<file path="config.mk">
export PLATFORM = sky130hd
export DESIGN_NAME = mcu_io_bank
export DESIGN_NICKNAME = d
export VERILOG_FILES = /design/src/rtl/mcu_io_pkg.sv /design/src/rtl/mcu_io_bank_debounce.sv /design/src/rtl/mcu_io_bank.sv
export SDC_FILE = /design/constraint.sdc
export NUM_CORES = 1
export LEC_CHECK = 0
export CAP_MARGIN = 20
export CORE_MARGIN = 4
export CORE_UTILIZATION = 56
export CTS_BUF_LIST = sky130_fd_sc_hd__clkbuf_4 sky130_fd_sc_hd__clkbuf_8
export CTS_CLUSTER_DIAMETER = 40
export DETAILED_ROUTE_END_ITERATION = 10
export PLACE_DENSITY_LB_ADDON = 0.1
export SYNTH_ARGS = -nofsm -noshare
export SYNTH_HDL_FRONTEND = slang
export SYNTH_SLANG_ARGS = --single-unit
</file>
<file path="constraint.sdc">
create_clock -name clk -period 8.4 [get_ports clk]
set_input_delay 0.84 -clock clk [delete_from_list [all_inputs] [get_ports clk]]
set_output_delay 0.84 -clock clk [all_outputs]
set_load 0.02 [all_outputs]
</file>
<file path="src/rtl/mcu_io_pkg.sv">
// Shared port map constants and register types for the mini-mcu I/O bank.
package mcu_io_pkg;

  typedef logic [7:0] port_id_t;

  localparam port_id_t IO_ID_OUT_BASE = 8'h00;
  localparam port_id_t IO_ID_IN       = 8'h10;
  localparam port_id_t IO_ID_EDGE     = 8'h11;
  localparam port_id_t IO_ID_STAT     = 8'h12;
  localparam port_id_t IO_ID_IRQEN    = 8'h13;
  localparam port_id_t IO_ID_EMASK    = 8'h14;

  localparam int IRQ_TICK_BIT = 0;
  localparam int IRQ_EDGE_BIT = 1;

  // Field order matches the register layout: edge_en is bit 1, tick_en is bit 0.
  typedef struct packed {
    logic edge_en;
    logic tick_en;
  } irq_en_t;

endpackage

</file>
<file path="src/rtl/mcu_io_bank_debounce.sv">
// One input bit: 2-FF synchroniser followed by a stability-window debouncer.
module io_debounce
  import mcu_io_pkg::*;
#(
  parameter int DEB_CNT = 240000
) (
  input  logic clk,
  input  logic rst,
  input  logic pin,
  output logic stable,
  output logic rise
);

  localparam int CW = (DEB_CNT > 1) ? $clog2(DEB_CNT) : 1;
  localparam logic [CW-1:0] CNT_LAST = CW'(DEB_CNT - 1);

  logic          meta;
  logic          sync;
  logic [CW-1:0] cnt;
  logic          accept;

  // Rise is flagged on the same edge that stable flips to 1.
  assign accept = (sync != stable) && (cnt == CNT_LAST);
  assign rise   = accept && sync;

  always_ff @(posedge clk or posedge rst) begin
    if (rst) begin
      meta   <= 1'b0;
      sync   <= 1'b0;
      stable <= 1'b0;
      cnt    <= '0;
    end else begin
      meta <= pin;
      sync <= meta;
      if (sync == stable) begin
        cnt <= '0;
      end else if (cnt == CNT_LAST) begin
        stable <= sync;
        cnt    <= '0;
      end else begin
        cnt <= cnt + 1'b1;
      end
    end
  end

endmodule

</file>
<file path="src/rtl/mcu_io_bank.sv">
// Port-mapped I/O bank: output registers, debounced inputs, edge events, tick, interrupt.
// Optional tick generator is built only when MCU_IO_TICK_EN is defined.
module mcu_io_bank
  import mcu_io_pkg::*;
#(
  parameter int         N_OUT    = 4,
  parameter int         N_IN     = 8,
  parameter int         DEB_CNT  = 240000,
  parameter int         TICK_DIV = 12000000,
  parameter logic [7:0] OUT_RST  = 8'h00
) (
  input  logic               clk,
  input  logic               rst,
  input  logic [7:0]         port_id,
  input  logic [7:0]         out_port,
  input  logic               write_strobe,
  output logic [7:0]         in_port,
  input  logic [N_IN-1:0]    pins_in,
  output logic [8*N_OUT-1:0] out_ports,
  output logic               interrupt
);

  logic [N_IN-1:0]       stable;
  logic [N_IN-1:0]       rise;
  logic [N_IN-1:0]       edge_pend;
  logic [N_IN-1:0]       edge_mask;
  logic [N_IN-1:0]       edge_clr;
  logic                  edge_any;
  irq_en_t               irq_en;
  logic [N_OUT-1:0][7:0] out_regs;
  logic                  tick_pend;
  logic [7:0]            read_data;
  logic                  wr_edge;
  logic                  wr_irqen;
  logic                  wr_emask;

  for (genvar i = 0; i < N_IN; i++) begin : g_in
    io_debounce #(
      .DEB_CNT (DEB_CNT)
    ) u_deb (
      .clk    (clk),
      .rst    (rst),
      .pin    (pins_in[i]),
      .stable (stable[i]),
      .rise   (rise[i])
    );
  end

  assign wr_edge  = write_strobe && (port_id == IO_ID_EDGE);
  assign wr_irqen = write_strobe && (port_id == IO_ID_IRQEN);
  assign wr_emask = write_strobe && (port_id == IO_ID_EMASK);

  assign out_ports = out_regs;

  always_ff @(posedge clk or posedge rst) begin
    if (rst) begin
      out_regs <= {N_OUT{OUT_RST}};
    end else if (write_strobe) begin
      for (int k = 0; k < N_OUT; k++) begin
        if (port_id == IO_ID_OUT_BASE + 8'(k)) begin
          out_regs[k] <= out_port;
        end
      end
    end
  end

  always_ff @(posedge clk or posedge rst) begin
    if (rst) begin
      irq_en    <= '0;
      edge_mask <= '0;
    end else begin
      if (wr_irqen) begin
        irq_en <= irq_en_t'(out_port[1:0]);
      end
      if (wr_emask) begin
        edge_mask <= out_port[N_IN-1:0];
      end
    end
  end

  // The set term is OR-ed after the clear so a new event survives a same-cycle W1C.
  assign edge_clr = wr_edge ? out_port[N_IN-1:0] : '0;

  always_ff @(posedge clk or posedge rst) begin
    if (rst) begin
      edge_pend <= '0;
    end else begin
      edge_pend <= (edge_pend & ~edge_clr) | (rise & edge_mask);
    end
  end

  assign edge_any = |(edge_pend & edge_mask);

`ifdef MCU_IO_TICK_EN
  localparam int TW = $clog2(TICK_DIV);
  localparam logic [TW-1:0] TICK_LAST = TW'(TICK_DIV - 1);

  logic [TW-1:0] tick_cnt;
  logic          tick_wrap;
  logic          wr_stat;

  assign tick_wrap = (tick_cnt == TICK_LAST);
  assign wr_stat   = write_strobe && (port_id == IO_ID_STAT);

  // Free-running: register writes never disturb the tick phase.
  always_ff @(posedge clk or posedge rst) begin
    if (rst) begin
      tick_cnt  <= '0;
      tick_pend <= 1'b0;
    end else begin
      tick_cnt <= tick_wrap ? '0 : tick_cnt + 1'b1;
      if (tick_wrap) begin
        tick_pend <= 1'b1;
      end else if (wr_stat && out_port[0]) begin
        tick_pend <= 1'b0;
      end
    end
  end
`else
  assign tick_pend = 1'b0;
`endif

  always_comb begin
    read_data = '0;
    case (port_id)
      IO_ID_IN:    read_data[N_IN-1:0] = stable;
      IO_ID_EDGE:  read_data[N_IN-1:0] = edge_pend;
      IO_ID_STAT:  read_data[1:0]      = {edge_any, tick_pend};
      IO_ID_IRQEN: read_data[1:0]      = irq_en;
      IO_ID_EMASK: read_data[N_IN-1:0] = edge_mask;
      default:     read_data           = '0;
    endcase
  end

  always_ff @(posedge clk or posedge rst) begin
    if (rst) begin
      in_port   <= 8'h00;
      interrupt <= 1'b0;
    end else begin
      in_port   <= read_data;
      interrupt <= (irq_en.tick_en & tick_pend) | (irq_en.edge_en & edge_any);
    end
  end

endmodule

</file>
==> results of run 1 <==
[registers in the layout (all words and copies together), names as in the netlist, 8 cells and up]
name	count
g_in.u_deb.cnt	144
out_ports	32
g_in.u_deb.sync	8
edge_pend	8
g_in.u_deb.stable	8
g_in.u_deb.meta	8
edge_mask	8
in_port	8
[worst reg2reg max path: cells and delay by family, from the launching register on]
kind	cells	cell delay (ps)
flops	1	460
compound gates	1	610
simple gates	3	1090
[worst min-delay path by stage]
stage,startpoint,to,cells after the start
global route,g_in[1].u_deb.meta,g_in[1].u_deb.sync,0
global placement,g_in[5].u_deb.meta,g_in[5].u_deb.sync,0
finish,g_in[5].u_deb.meta,g_in[5].u_deb.sync,0
floorplan,g_in[0].u_deb.meta,g_in[0].u_deb.sync,0
detailed placement,g_in[5].u_deb.meta,g_in[5].u_deb.sync,0
CTS,g_in[5].u_deb.meta,g_in[5].u_deb.sync,0
[logic make-up (layout without fill, tap and decap cells)]
logic type | count (synthesis) | after routing
adder cells (fa/ha/maj) | 8 | 8
multiplexers | 52 | 52
XOR/XNOR | 114 | 114
AND/OR/NAND/NOR | 436 | 436
flip-flops | 227 | 227
buffers and inverters | 37 | 167
AO/OA/AOI/OAI | 74 | 74
[metrics by stage]
step | area (um2) | instances | power (mW) | util | hold WS, ps
4_1_cts | 12300 | 1306 | 2.46 | 0.679 | 352
3_3_place_gp | 11300 | 1229 | 1.28 | 0.625 | 332
6_report | 12300 | 1307 | 2.42 | 0.679 | 349
5_1_grt | 12300 | 1307 | 2.52 | 0.679 | 367
2_1_floorplan | 10400 | 948 | 1.22 | - | 331
3_5_place_dp | 11300 | 1231 | 1.28 | 0.627 | 338
[routing by layer]
| metal | track usage | part of all wire |
|---|---|---|
| met3 | 0.0443 | 0.050 |
| met2 | 0.314 | 0.45 |
| met4 | 0.0756 | 0.025 |
| met1 | 0.309 | 0.48 |
| met5 | 0 | 0 |
[cell type report]
class                   count  area (um2)  area share
clock inverters            17         206      0.0168
inverters                  18        75.1     0.00611
repair buffers             74         731      0.0595
multi-input cells         684        4570       0.372
clock buffers              58         736      0.0599
well taps                 229         287      0.0233
flip-flops and latches    227        5680       0.463
[power groups by stage]
stage          clock network [mW]  logic [mW]  registers, mW
4_1_cts                      1.19       0.123           1.14
3_3_place_gp                    0       0.119           1.16
3_5_place_dp                    0       0.122           1.16
2_1_floorplan                   0      0.0600           1.16
5_1_grt                      1.25       0.134           1.14
6_report                     1.16       0.120           1.14
[placed cells by master, fill, tap and decap left out, types with 10 or more instances in the layout]
cell / n
inv_1: 17
mux2_2: 49
nand3_1: 59
and4_1: 21
nor4_1: 19
dfrtp_1: 227
clkbuf_4: 10
clkdlybuf4s50_1: 67
a21oi_1: 22
clkbuf_8: 48
xnor2_1: 55
nor3_1: 26
nor2_1: 131
nand2_1: 48
nand4_1: 56
or3_1: 16
xor2_1: 59
==> impl_metrics.json, run 1 <==
{
  "post_synth.cell_area_avg_um2": 11.0,
  "cts-root-buf": "clkbuf_8",
  "fillers": 1401,
  "p_leak_nw": 5.16,
  "diodes": 0,
  "syn_area_um2": 10400,
  "cp_slowest_stage_delay_ps": 690,
  "worstSetupStartpointType": "input port",
  "grt_pass1_vias": 7133,
  "cts_resized": 0,
  "synth_nets": 983,
  "drt-pass1-iter-count": 7,
  "cts_hold_buf": 0,
  "power_switching_mw": 0.557,
  "synth-xor-area-share": 0.0961,
  "rsz0062_at_grt": "no",
  "drc": 0,
  "final_nets": 1081,
  "finClkSkew_ps": 14.4,
  "postRouteAntennaNets": 0,
  "fp.coreArea_um2": 18100,
  "yosysWarnings": 0,
  "crit_path_max_fanout": 122,
  "numCtsBuffers": 41,
  "fp-row-count": 49,
  "pin_count": 68,
  "swShare": 0.230,
  "max_freq_ghz": 0.367,
  "place.gp.congestion": 0.834,
  "post-synth-top-count-cell": "dfrtp_1",
  "cellPowerDensity_nw_per_um2": 197,
  "crit_slowest_cell": "buf_4",
  "synth_top_family_by_area": "simple AND/OR/NAND/NOR gates",
  "crit_start": "rst",
  "critPathKind": "in2async",
  "vias": 7421,
  "min_period_over_period": 0.325,
  "synth.area.top_cells": "dfrtp_1 (55%), mux2_2 (5.3%), xor2_1 (5.0%), nor2_1 (4.7%), xnor2_1 (4.6%)",
  "antenna_found_initial": 0,
  "slew_viol_final": 0,
  "worstPathArrival_ps": 3330,
  "hpwl_um": 14400,
  "ys_async_sr_fraction": 1.00,
  "grt_overflow_total": 0,
  "grt_start_max_net_pins": 123,
  "drv_cap": 0,
  "wl_um": 21300,
  "reg2reg_depth": 4,
  "synth_cell_types": 55,
  "drt_iter0_markers": 435,
  "synth-seq-cells": 227,
  "intPower_mw": 1.86,
  "htreeDepth": 2,
  "yosysSeqAreaShare": 0.547,
  "post-place-ws_ps": 4970,
  "hold_viol": 0,
  "clk_pin_slew_ps": 60,
  "dieArea_um2": 20800,
  "synth.area.mux_share": 0.0565,
  "finalSetupViolations": 0,
  "synth_top_cell_area_share": 0.547,
  "cts_tree": "yes",
  "min-delay-path-class": "reg2reg",
  "grt_usage": 0.211,
  "ir_worst_vdd_mv": 0.191,
  "cp.depth": 4,
  "crit_family": "buffers and inverters",
  "synth_common_cells": "dfrtp_1 (227), nor2_1 (131), nand3_1 (59), xor2_1 (59), nand4_1 (56)",
  "rrSetupSlack_ps": 6090,
  "power_frac_comb": 0.050,
  "synth_flop_cell": "dfrtp_1",
  "post_drt_wl_per_cell_um": 16.3,
  "clock_latency_ps": 530,
  "grt_first_pass_wirelength_um": 35500,
  "cp.required_ps": 9000,
  "ctsLongestPathBuffers": 3,
  "synth_edf_count": 0,
  "yosys.area.top_type": "dfrtp_1",
  "die_y_um": 144,
  "seqPwrFrac": 0.471,
  "vias_per_cell": 5.68,
  "timing.rr.start": "g_in[5].u_deb.cnt[9]",
  "finalWorstSetupSlack_ps": 5670,
  "netlist_instances": 948,
  "areaGrowthSynthToFinish_pct": 18.3,
  "slew_headroom": 0.364,
  "cts_setup_buffers": 0,
  "min_period_ps": 2730,
  "pwr-share-clk": 0.479,
  "initial_utilization": 0.574,
  "synth-compound-area-share": 0.0502,
  "end_kind": "asynchronous set/reset pin",
  "tns_ps": 0,
  "io_buffers": 67,
  "status": "completed",
  "synth_fa_ha_area_frac": 0.00964,
  "cpMostUsedCell": "buf_4",
  "path_buf_inv": 4,
  "drive_gt1_frac": 0.146,
  "critPathCapture": "g_in[2].u_deb.cnt[6]",
  "crit_chain": "clkdlybuf4s50_1, inv_8, buf_4, buf_4",
  "worst_pin_slew_ps": 946,
  "clock_sinks": 227,
  "synthSimpleGateAreaFrac": 0.227,
  "die_w_um": 144,
  "r2r_end": "g_in[5].u_deb.cnt[5]"
}
Power figures use the tool's default switching activity.
==> inputs of run 2 (changes only) <==
Settings changed: CORE_UTILIZATION 56 to 55.
Clock period 8.4 ns to 2.5 ns, I/O delays scaled along.
==> impl_metrics.json, run 2 (synthesis results as in run 1) <==
{
  "grt_start_max_net_pins": 103,
  "cts_tree": "yes",
  "grt_first_pass_wirelength_um": 37200,
  "fp.coreArea_um2": 18300,
  "cts-root-buf": "clkbuf_8",
  "post_drt_wl_per_cell_um": 16.7,
  "finalSetupViolations": 0,
  "finClkSkew_ps": 20.2,
  "drv_cap": 0,
  "diodes": 0,
  "hpwl_um": 14900,
  "final_common_cell": "dfrtp_1",
  "rrSetupSlack_ps": 340,
  "rsz0062_at_grt": "no",
  "worstSetupStartpointType": "flip-flop",
  "min_period_ps": 2160,
  "clock_sinks": 227,
  "grt_pass1_vias": 7384,
  "power_frac_comb": 0.052,
  "antenna_found_initial": 0,
  "pwr-share-clk": 0.475,
  "areaGrowthSynthToFinish_pct": 19.8,
  "drc": 0,
  "wl_um": 22000,
  "swShare": 0.222,
  "cp_slowest_stage_delay_ps": 560,
  "die_w_um": 145,
  "intPower_mw": 6.30,
  "htreeDepth": 2,
  "clock_latency_ps": 530,
  "tns_ps": 0,
  "cts_resized": 0,
  "pin_count": 68,
  "end_kind": "flip-flop",
  "io_buffers": 67,
  "worstPathArrival_ps": 2570,
  "hold_viol": 0,
  "critPathKind": "reg2reg",
  "layout.cells.most_common_list": "dfrtp_1 (227), nor2_1 (131), clkdlybuf4s50_1 (67)",
  "dieArea_um2": 21100,
  "dp.cells": 1253,
  "largest_reg_flops": 144,
  "crit_slowest_cell": "or4_4",
  "die_y_um": 145,
  "drt-pass1-iter-count": 5,
  "fp-row-count": 49,
  "timing.rr.start": "g_in[5].u_deb.cnt[9]",
  "cts_hold_buf": 0,
  "drt_iter0_markers": 472,
  "slew_headroom": 0.640,
  "vias_per_cell": 5.66,
  "clk_pin_slew_ps": 60,
  "grt_usage": 0.211,
  "reg2reg_depth": 4,
  "vias": 7475,
  "worst_pin_slew_ps": 540,
  "initial_utilization": 0.568,
  "r2r_end": "g_in[5].u_deb.stable",
  "numCtsBuffers": 41,
  "p_leak_nw": 5.26,
  "cp.required_ps": 2910,
  "status": "completed",
  "crit_path_max_fanout": 7,
  "slew_viol_final": 0,
  "grt_overflow_total": 0,
  "postRouteAntennaNets": 0,
  "cts_setup_buffers": 0,
  "instances_no_fill": 1321,
  "ir_worst_vdd_mv": 0.387,
  "ctsLongestPathBuffers": 3,
  "min_period_over_period": 0.864,
  "top_register": "g_in.u_deb.cnt",
  "final_nets": 1102,
  "crit_chain": "or3b_1, or4_4, or3_4, mux2_4",
  "power_switching_mw": 1.80,
  "seqPwrFrac": 0.473,
  "drive_gt1_frac": 0.157,
  "cellPowerDensity_nw_per_um2": 651,
  "max_freq_ghz": 0.463,
  "whs_ps": 52.2,
  "min-delay-path-class": "in2async",
  "place.gp.congestion": 0.841
}
## run 2: through the flow
step | total power [mW] | setup slack (ps) | utilization | area, um2
floorplan | 4.11 | -716 | - | 10400
global placement | 4.32 | 25.1 | 0.631 | 11500
detailed placement | 4.33 | 18.3 | 0.631 | 11500
CTS | 8.21 | 335 | 0.681 | 12400
global route | 8.47 | 283 | 0.681 | 12400
finish | 8.10 | 340 | 0.681 | 12400
## run 2: area by class of cell
cell class | count | area, um2
well taps | 229 | 287
flip-flops and latches | 227 | 5680
repair buffers | 95 | 918
clock inverters | 6 | 109
multi-input cells | 684 | 4570
fillers | 1434 | 5830
inverters | 18 | 71.3
clock buffers | 62 | 810
## run 2: power by group through the flow
stage	clock, mW	sequential [mW]	combinational (mW)
floorplan	0	3.91	0.202
finish	3.84	3.84	0.422
CTS	3.94	3.84	0.431
global placement	0	3.90	0.421
detailed placement	0	3.90	0.428
global route	4.16	3.85	0.470
## run 2: metal layers
metal  wire (um)  vias to the layer above  global-route usage
li1            -                     3665                   -
met1       10400                     3627               0.302
met2        9960                      143               0.323
met3        1230                       40              0.0514
met4         412                        0              0.0646
met5           0                        -                   0
## run 2: worst max-delay path by stage
stage	from	end	cells past startpoint
5_1_grt	g_in[5].u_deb.cnt[9]	g_in[5].u_deb.stable	4
3_5_place_dp	port_id[5]	out_ports[16]	6
4_1_cts	g_in[5].u_deb.cnt[9]	g_in[5].u_deb.stable	4
3_3_place_gp	port_id[5]	out_ports[21]	6
6_report	g_in[5].u_deb.cnt[9]	g_in[5].u_deb.stable	4
2_1_floorplan	rst	edge_mask[0]	1
## run 2: critical path, delay by kind of cell (launching register included)
family	cells	cell delay, ps
AND/OR/NAND/NOR	3	1320
flip-flops	1	440
multiplexers	1	300
